`config.mk`:
```
export PLATFORM = sky130hd
export DESIGN_NAME = pc_unit
export DESIGN_NICKNAME = d
export VERILOG_FILES = /design/src/rtl/pc_unit.sv
export SDC_FILE = /design/constraint.sdc
export NUM_CORES = 1
export LEC_CHECK = 0
export BUFFER_PORTS_ARGS = -buffer_cell sky130_fd_sc_hd__buf_2
export CAP_MARGIN = 20
export CORE_UTILIZATION = 50
export CTS_BUF_LIST = sky130_fd_sc_hd__clkbuf_8 sky130_fd_sc_hd__clkbuf_16
export DETAILED_ROUTE_END_ITERATION = 12
export GPL_ROUTABILITY_DRIVEN = 0
export PLACE_DENSITY = 0.71
export SETUP_SLACK_MARGIN = 0.2
export SLEW_MARGIN = 20
export SYNTH_ARGS = -nofsm -noshare
export SYNTH_HDL_FRONTEND = slang
export SYNTH_SLANG_ARGS = --single-unit
```
`constraint.sdc`:
```
create_clock -name clk_i -period 3.1 [get_ports clk_i]
set_input_delay 0.62 -clock clk_i [delete_from_list [all_inputs] [get_ports clk_i]]
set_output_delay 0.62 -clock clk_i [all_outputs]
set_load 0.01 [all_outputs]
```
`src/rtl/pc_unit.sv`:
```
// Program-counter unit for the fetch stage: prioritised next-pc selection with a
// small circular return-address stack for call/return prediction.
module pc_unit #(
  parameter int unsigned          WORDSIZE     = 32,
  parameter int unsigned          INSN_BYTES   = 4,
  parameter logic [WORDSIZE-1:0]  RESET_VECTOR = '0,
  parameter int unsigned          RAS_DEPTH    = 4
) (
  input  logic                clk_i,
  input  logic                rst_i,
  input  logic                stall_i,
  input  logic                trap_valid_i,
  input  logic [WORDSIZE-1:0] trap_vector_i,
  input  logic                br_taken_i,
  input  logic [WORDSIZE-1:0] br_base_i,
  input  logic [WORDSIZE-1:0] br_offset_i,
  input  logic                ret_i,
  input  logic [WORDSIZE-1:0] ret_target_i,
  input  logic                jump_valid_i,
  input  logic [WORDSIZE-1:0] jump_target_i,
  input  logic                call_i,
  output logic [WORDSIZE-1:0] pc_o,
  output logic [WORDSIZE-1:0] pc_seq_o,
  output logic                fetch_valid_o,
  output logic                ras_empty_o,
  output logic                ras_full_o
);

  localparam int unsigned PtrW = $clog2(RAS_DEPTH);
  localparam int unsigned CntW = $clog2(RAS_DEPTH + 1);

  typedef enum logic [2:0] {
    SrcSeq,
    SrcHold,
    SrcJump,
    SrcRet,
    SrcBranch,
    SrcTrap
  } src_e;

  logic [WORDSIZE-1:0] pc_q, pc_d;
  logic [WORDSIZE-1:0] pc_seq;
  logic [WORDSIZE-1:0] br_target;
  logic                fv_q;
  logic [PtrW-1:0]     top_q, top_d, top_inc, top_dec;
  logic [CntW-1:0]     cnt_q, cnt_d;
  logic [WORDSIZE-1:0] ras_q [RAS_DEPTH];
  logic                ras_empty, ras_full;
  logic                push_en;
  src_e                src;

  assign pc_seq    = pc_q + WORDSIZE'(INSN_BYTES);
  assign br_target = br_base_i + br_offset_i;
  assign ras_empty = (cnt_q == '0);
  assign ras_full  = (cnt_q == CntW'(RAS_DEPTH));
  assign top_inc   = top_q + PtrW'(1);
  assign top_dec   = top_q - PtrW'(1);

  // Fixed-priority source selection; stall only matters when nothing redirects.
  always_comb begin
    src = SrcSeq;
    if (trap_valid_i) begin
      src = SrcTrap;
    end else if (br_taken_i) begin
      src = SrcBranch;
    end else if (ret_i) begin
      src = SrcRet;
    end else if (jump_valid_i) begin
      src = SrcJump;
    end else if (stall_i) begin
      src = SrcHold;
    end
  end

  always_comb begin
    pc_d    = pc_q;
    top_d   = top_q;
    cnt_d   = cnt_q;
    push_en = 1'b0;
    // The first edge after reset only raises fetch_valid; pc stays at the vector.
    if (fv_q) begin
      unique case (src)
        SrcTrap: begin
          pc_d  = trap_vector_i;
          top_d = '0;
          cnt_d = '0;
        end
        SrcBranch: begin
          pc_d = br_target;
        end
        SrcRet: begin
          if (ras_empty) begin
            pc_d = ret_target_i;
          end else begin
            pc_d  = ras_q[top_q];
            top_d = top_dec;
            cnt_d = cnt_q - CntW'(1);
          end
        end
        SrcJump: begin
          pc_d = jump_target_i;
          if (call_i) begin
            // When full, top+1 is the oldest entry, so the push overwrites it.
            push_en = 1'b1;
            top_d   = top_inc;
            if (!ras_full) begin
              cnt_d = cnt_q + CntW'(1);
            end
          end
        end
        SrcHold: begin
          pc_d = pc_q;
        end
        default: begin
          pc_d = pc_seq;
        end
      endcase
    end
  end

  always_ff @(posedge clk_i or posedge rst_i) begin
    if (rst_i) begin
      pc_q  <= RESET_VECTOR;
      fv_q  <= 1'b0;
      top_q <= '0;
      cnt_q <= '0;
    end else begin
      pc_q  <= pc_d;
      fv_q  <= 1'b1;
      top_q <= top_d;
      cnt_q <= cnt_d;
    end
  end

  // Storage needs no reset: count alone decides which entries are live.
  always_ff @(posedge clk_i) begin
    if (push_en) begin
      ras_q[top_inc] <= pc_seq;
    end
  end

  assign pc_o          = pc_q;
  assign pc_seq_o      = pc_seq;
  assign fetch_valid_o = fv_q;
  assign ras_empty_o   = ras_empty;
  assign ras_full_o    = ras_full;

endmodule

```
Yosys cells after proc, flatten, opt, wreduce, memory -nomap -nowiden
Memories as Yosys holds them, arrays and structs flattened.
Cells that the tools add are included.

cells by class
  add/sub/neg operators = 6
  equal/unequal tests = 9
  muxes and demuxes = 19
  bitwise operators = 1
  reduce and logical (&&, ||, !) cells = 5

operators by type and width
  operator                                              count
  case mux 32 bit (5 select lines)                      1
  adder 32 x 3 -> 32 bit (second input constant)        1
  adder 32 bit                                          1
  two-way mux 32 bit                                    1
  two-way mux 3 bit                                     5
  equality test 3 bit (second input constant)           3
  case mux 3 bit (3 select lines)                       1
  two-way mux 2 bit                                     4
  equality test 3 x 2 -> 1 bit (second input constant)  2
  two-way mux 1 bit                                     6
  != test 2 bit (second input constant)                 3
  case mux 2 bit (3 select lines)                       1
  AND reduction 5 bit                                   1
  AND reduction 4 bit                                   1
  adder 3 x 1 -> 3 bit (second input constant)          1
  equality test 3 x 1 -> 1 bit (second input constant)  1
  logical NOT 3 bit                                     1
  nonzero test 3 bit                                    1
  subtractor 3 x 1 -> 3 bit (second input constant)     1
  adder 2 x 1 -> 2 bit (second input constant)          1
  AND reduction 2 bit                                   1
  subtractor 2 x 1 -> 2 bit (second input constant)     1
  NOT 1 bit                                             1

word-level totals
  flip-flop bits (word level) = 38
  RAM bits = 128
  input bits = 168
  output and inout port bits = 67
  logic and storage cells = 45
  memories = 1

memory list
  memory  words  width  rd ports  clocked after memory_dff  wr ports  RTL line  RTL
  ras_q   4      32     1         0                         1         47        logic [WORDSIZE-1:0] ras_q [RAS_DEPTH];

Longest topological paths before layout
  depth after elaboration = 10
  gate-level depth with buffers = 11
  mapped depth without buffers = 11

Least setup slack after synthesis
OpenSTA, ideal clock, no wires.

  kind = input -> register
  from = input jump_valid_i
  to = memory ras_q[0][0], enable pin
  library setup time = 0.392 ns
  arrival time = 2.738 ns
  path slack = -0.030 ns
  stages = 5
  cell sequence = clkinv_1 > nor4_2 > clkbuf_1 > and3_1 > and2_1

between the ends
  cells in the longest elaborated chain, start to end = 9

RTL lines
  what                                     RTL line  RTL
  start, declared                          19        input logic jump_valid_i,
  two-way mux 2 bit                        68        end else if (jump_valid_i) begin
  two-way mux 2 bit                        66        end else if (ret_i) begin
  two-way mux 3 bit                        64        end else if (br_taken_i) begin
  two-way mux 3 bit                        62        if (trap_valid_i) begin
  equality test 3 x 2 -> 1 bit             82        unique case (src)
  two-way mux 1 bit                        82
  two-way mux 1 bit                        81        if (fv_q) begin
  two-way mux 1 bit                        137       if (push_en) begin
  two-way mux 1 bit (implied by the code)  138       ras_q[top_inc] <= pc_seq;
  end, declared                            47

Every way passes these cells.

Worst setup path in the final report
  from = register pc_q[24] (netlist: pc_o[24])
  to = output pc_seq_o[31]

between the ends
  cells in the longest elaborated chain, start to end = 1

RTL lines
  what                    RTL line  RTL
  start, declared         41        logic [WORDSIZE-1:0] pc_q, pc_d;
  start signal, assigned  128       pc_q <= pc_d;
  adder 32 x 3 -> 32 bit  52        assign pc_seq = pc_q + WORDSIZE'(INSN_BYTES);
  end, declared           23        output logic [WORDSIZE-1:0] pc_seq_o,

Every way passes these cells.

==> results by group <==
Run status
  • Status: finished clean

Route
  • Vias per cell: 6.05
  • Via count of the routed design: 8,804
  • WL per Instance: 21.5 um
  • Pre-Repair DR Iteration Count: 5
  • Drt total wl: about 31 mm
  • Post-DRT Antenna Nets: 0
  • Post-route DRC: 0
  • DR iter-0 viols: 822

Yosys
  • Synth top area cells: edfxtp_1 (38%), dfrtp_1 (9.5%), mux4_2 (7.2%)
  • Post-Syn Instances: 890
  • Share of the synthesized area in the top cell type: 38.5%
  • Flops & latches, synth: approximately 170
  • Area of the mapped netlist: around 10000 um2
  • Sequential share of the synthesized area: a little under half
  • Count of unique library cells instantiated by Yosys: slightly below 80
  • Main synth FF type: edfxtp_1
  • Cell with the most instances after synthesis: edfxtp_1
  • Post-synth EDFFs: 128
  • Area leader, netlist: edfxtp_1
  • Ys async rst share: 22.9%
  • Syn. warnings: 0
  • Syn Area/Cell: 11.2 um2
  • Top post-synthesis cells by count: edfxtp_1 (128), a21oi_1 (72), nand2_1 (68)
  • Post-synth net total: 1,096

Layout
  • Area growth syn-to-layout: 28.0%
  • Fill count: 1,545
  • Share of cells above drive strength 1: 37.7%
  • ANT cells: 0
  • Final Instance Area: 12,800 um2
  • Fin nets: between 1,000 and 1,500

Floorplanning
  • Chip Width: 143 um
  • Die area: 20,600 um2
  • Cell Rows: between 50 and 60
  • Core area: approximately 20,000 um2
  • Initial Util: 51.2%
  • Die height: about 140 um
  • I/O pin count: 235

Clock tree
  • H-tree depth: 4
  • Clock Tree Root: clkbuf_16
  • TritonCTS Sinks: roughly 170
  • CTS buffer count: 17
  • Clk slew on worst S/H paths: approximately 0.070 ns
  • Clock tree buffer depth: 2
  • Worst skew pair latency: roughly 0.44 ns
  • CTS tree: done

STA
  • # setup viols final: 0
  • Hold slack final: 0.305 ns
  • Final slew viol count: 0
  • RSZ-0062 raised after global routing: true
  • Worst slew pin tran: slightly above 0.6 ns
  • Final Hold Fails: 0
  • Fin Setup TNS: 0 ns
  • Crit path time final: 2.97 ns
  • Slew Limit Headroom: 58.8%
  • Clk_skew: 0.0102 ns
  • Tcrit/Tclk final: between 90 and 100%
  • Max Freq: roughly 0.34 GHz

GRT
  • Largest net degree at the start of global routing: 39
  • GRT Total Usage: 30.4%
  • Antenna violations before repair: 0
  • GRT overflow: 0
  • Vias in the first global route: around 7,900
  • Wire length of the first global-routing pass: 45.0 mm

Job
  • Max-capacitance violation count: 0

Worst setup path
  • WP data arrival: 2.35 ns
  • Setup CP Type: flop to output pin
  • Startpoint types: flop
  • CP required: 2.48 ns
  • Crit-path max FO: 8
  • CP Capture Type: output pin

Pwr
  • Peak VDD IR: 0.403 mV
  • PD cells: between 500 and 600 nW/um2
  • Leakage power: 0.00522 uW

Placed design
  • Port bufs: 234
  • Placed Area: 11,700 um2
  • Detailed-placement wirelength estimate: 23.3 mm

Worst hold path
  • Min-delay worst type: input pin to async pin
## cell families after synthesis
family | after synthesis | share of synthesized area (%)
xor gates and xnor gates | 50 | 4.38
and+or+nand+nor | 246 | 12.6
buffers and inverters | 65 | 2.99
DFF | 166 | 48.0
adders and majority gates | 38 | 4.91
muxes | 66 | 10.7
AOI/OAI and AO/OA | 258 | 16.4
other | 1 | 0.0375
## routing by layer
| metal | global-route usage, % | vias to the layer above | share of wire, % |
|---|---|---|---|
| met5 | 0 | - | 0 |
| met4 | 11.8 | 0 | 3.0 |
| met3 | 7.00 | 62 | 9.6 |
| met2 | 47.4 | 490 | 46 |
| met1 | 41.1 | 4219 | 41 |
| li1 | - | 4033 | - |
## power breakdown
part	switching (uW)	total [uW]	internal, uW
Clock	927	2050	1120
Combinational	1100	1970	868
Sequential	151	2720	2570
## worst paths after layout
path	startpoint	to	slack, ns	depth (start not counted)
setup reg to reg	cnt_q[0]	pc_o[29]	0.54	7
min in group clk_i	jump_target_i[1]	pc_o[1]	0.53	3
setup / recovery	pc_o[24]	pc_seq_o[31]	0.13	7
hold / removal	rst_i	pc_o[31]	0.30	3
hold reg to reg	pc_o[4]	pc_o[4]	0.54	2
max in group asynchronous	rst_i	top_q[0]	2.36	3
## stage by stage
step	util (%)	total power, uW	setup slack [ns]	instances
detailed placement	60.1	4550	0.0403	1395
floorplan	-	3820	0.218	890
finish	65.5	6740	0.132	1455
CTS	64.5	6650	0.157	1441
global placement	60.1	4530	0.0690	1395
global route	65.5	6980	0.0535	1455
## state kept, by name, indices dropped and copies added (netlist names)
| name | count |
|---|---|
| ras_q | 128 |
| pc_o | 32 |
| cnt_q | 3 |
| top_q | 2 |
| fetch_valid_o | 1 |
## area by class of cell
| type | count | area (um2) | share of cell area, % |
|---|---|---|---|
| Sequential cell | 166 | 4810 | 37.6 |
| Timing Repair Buffer | 314 | 1850 | 14.5 |
| Clock buffer | 17 | 425 | 3.32 |
| Multi-Input combinational cell | 659 | 5160 | 40.3 |
| Clock inverter | 15 | 148 | 1.15 |
| Inverter | 19 | 71.3 | 0.557 |
| Tap cell | 265 | 332 | 2.59 |
## critical path, cell delays in order (launching register included)
cell	delay, ns
dfrtp_2	0.45
and4_2	0.37
and3_1	0.27
nand2_1	0.12
nor3_4	0.26
xor2_1	0.16
buf_4	0.16
buf_6	0.10
## timing repair
action | in CTS | in global routing
setup buffers | 14 | 14
cloned | 0 | 0
endpoints found under the setup margin | 19 | 18
hold buffers | 0 | 0
pin swaps | 8 | 16
resized for setup | 31 | 20
## cell usage in the layout (no fill, tap or decap), drive strengths merged, types with 5 or more instances in the layout
| cell type | synthesis | layout |
|---|---|---|
| inv | 18 | 24 |
| and4 | 5 | 5 |
| a211oi | 6 | 6 |
| and3 | 13 | 13 |
| mux2 | 10 | 10 |
| nand3 | 25 | 25 |
| xnor2 | 28 | 28 |
| o21a | 8 | 8 |
| o22ai | 9 | 9 |
| a21o | 15 | 15 |
| a221oi | 24 | 24 |
| nand2 | 68 | 68 |
| mux2i | 24 | 24 |
| edfxtp | 128 | 128 |
| clkinv | 1 | 7 |
| a31oi | 15 | 15 |
| buf | 12 | 314 |
| nor2b | 6 | 6 |
| o21ai | 66 | 66 |
| ha | 36 | 36 |
| clkbuf | 33 | 17 |
| a21oi | 72 | 72 |
| and2 | 10 | 10 |
| dfrtp | 38 | 38 |
| nand4 | 16 | 16 |
| nor3 | 28 | 28 |
| nor2 | 57 | 57 |
| o21bai | 5 | 5 |
| xor2 | 22 | 22 |
| mux4 | 32 | 32 |
Power figures use the tool's default switching activity.
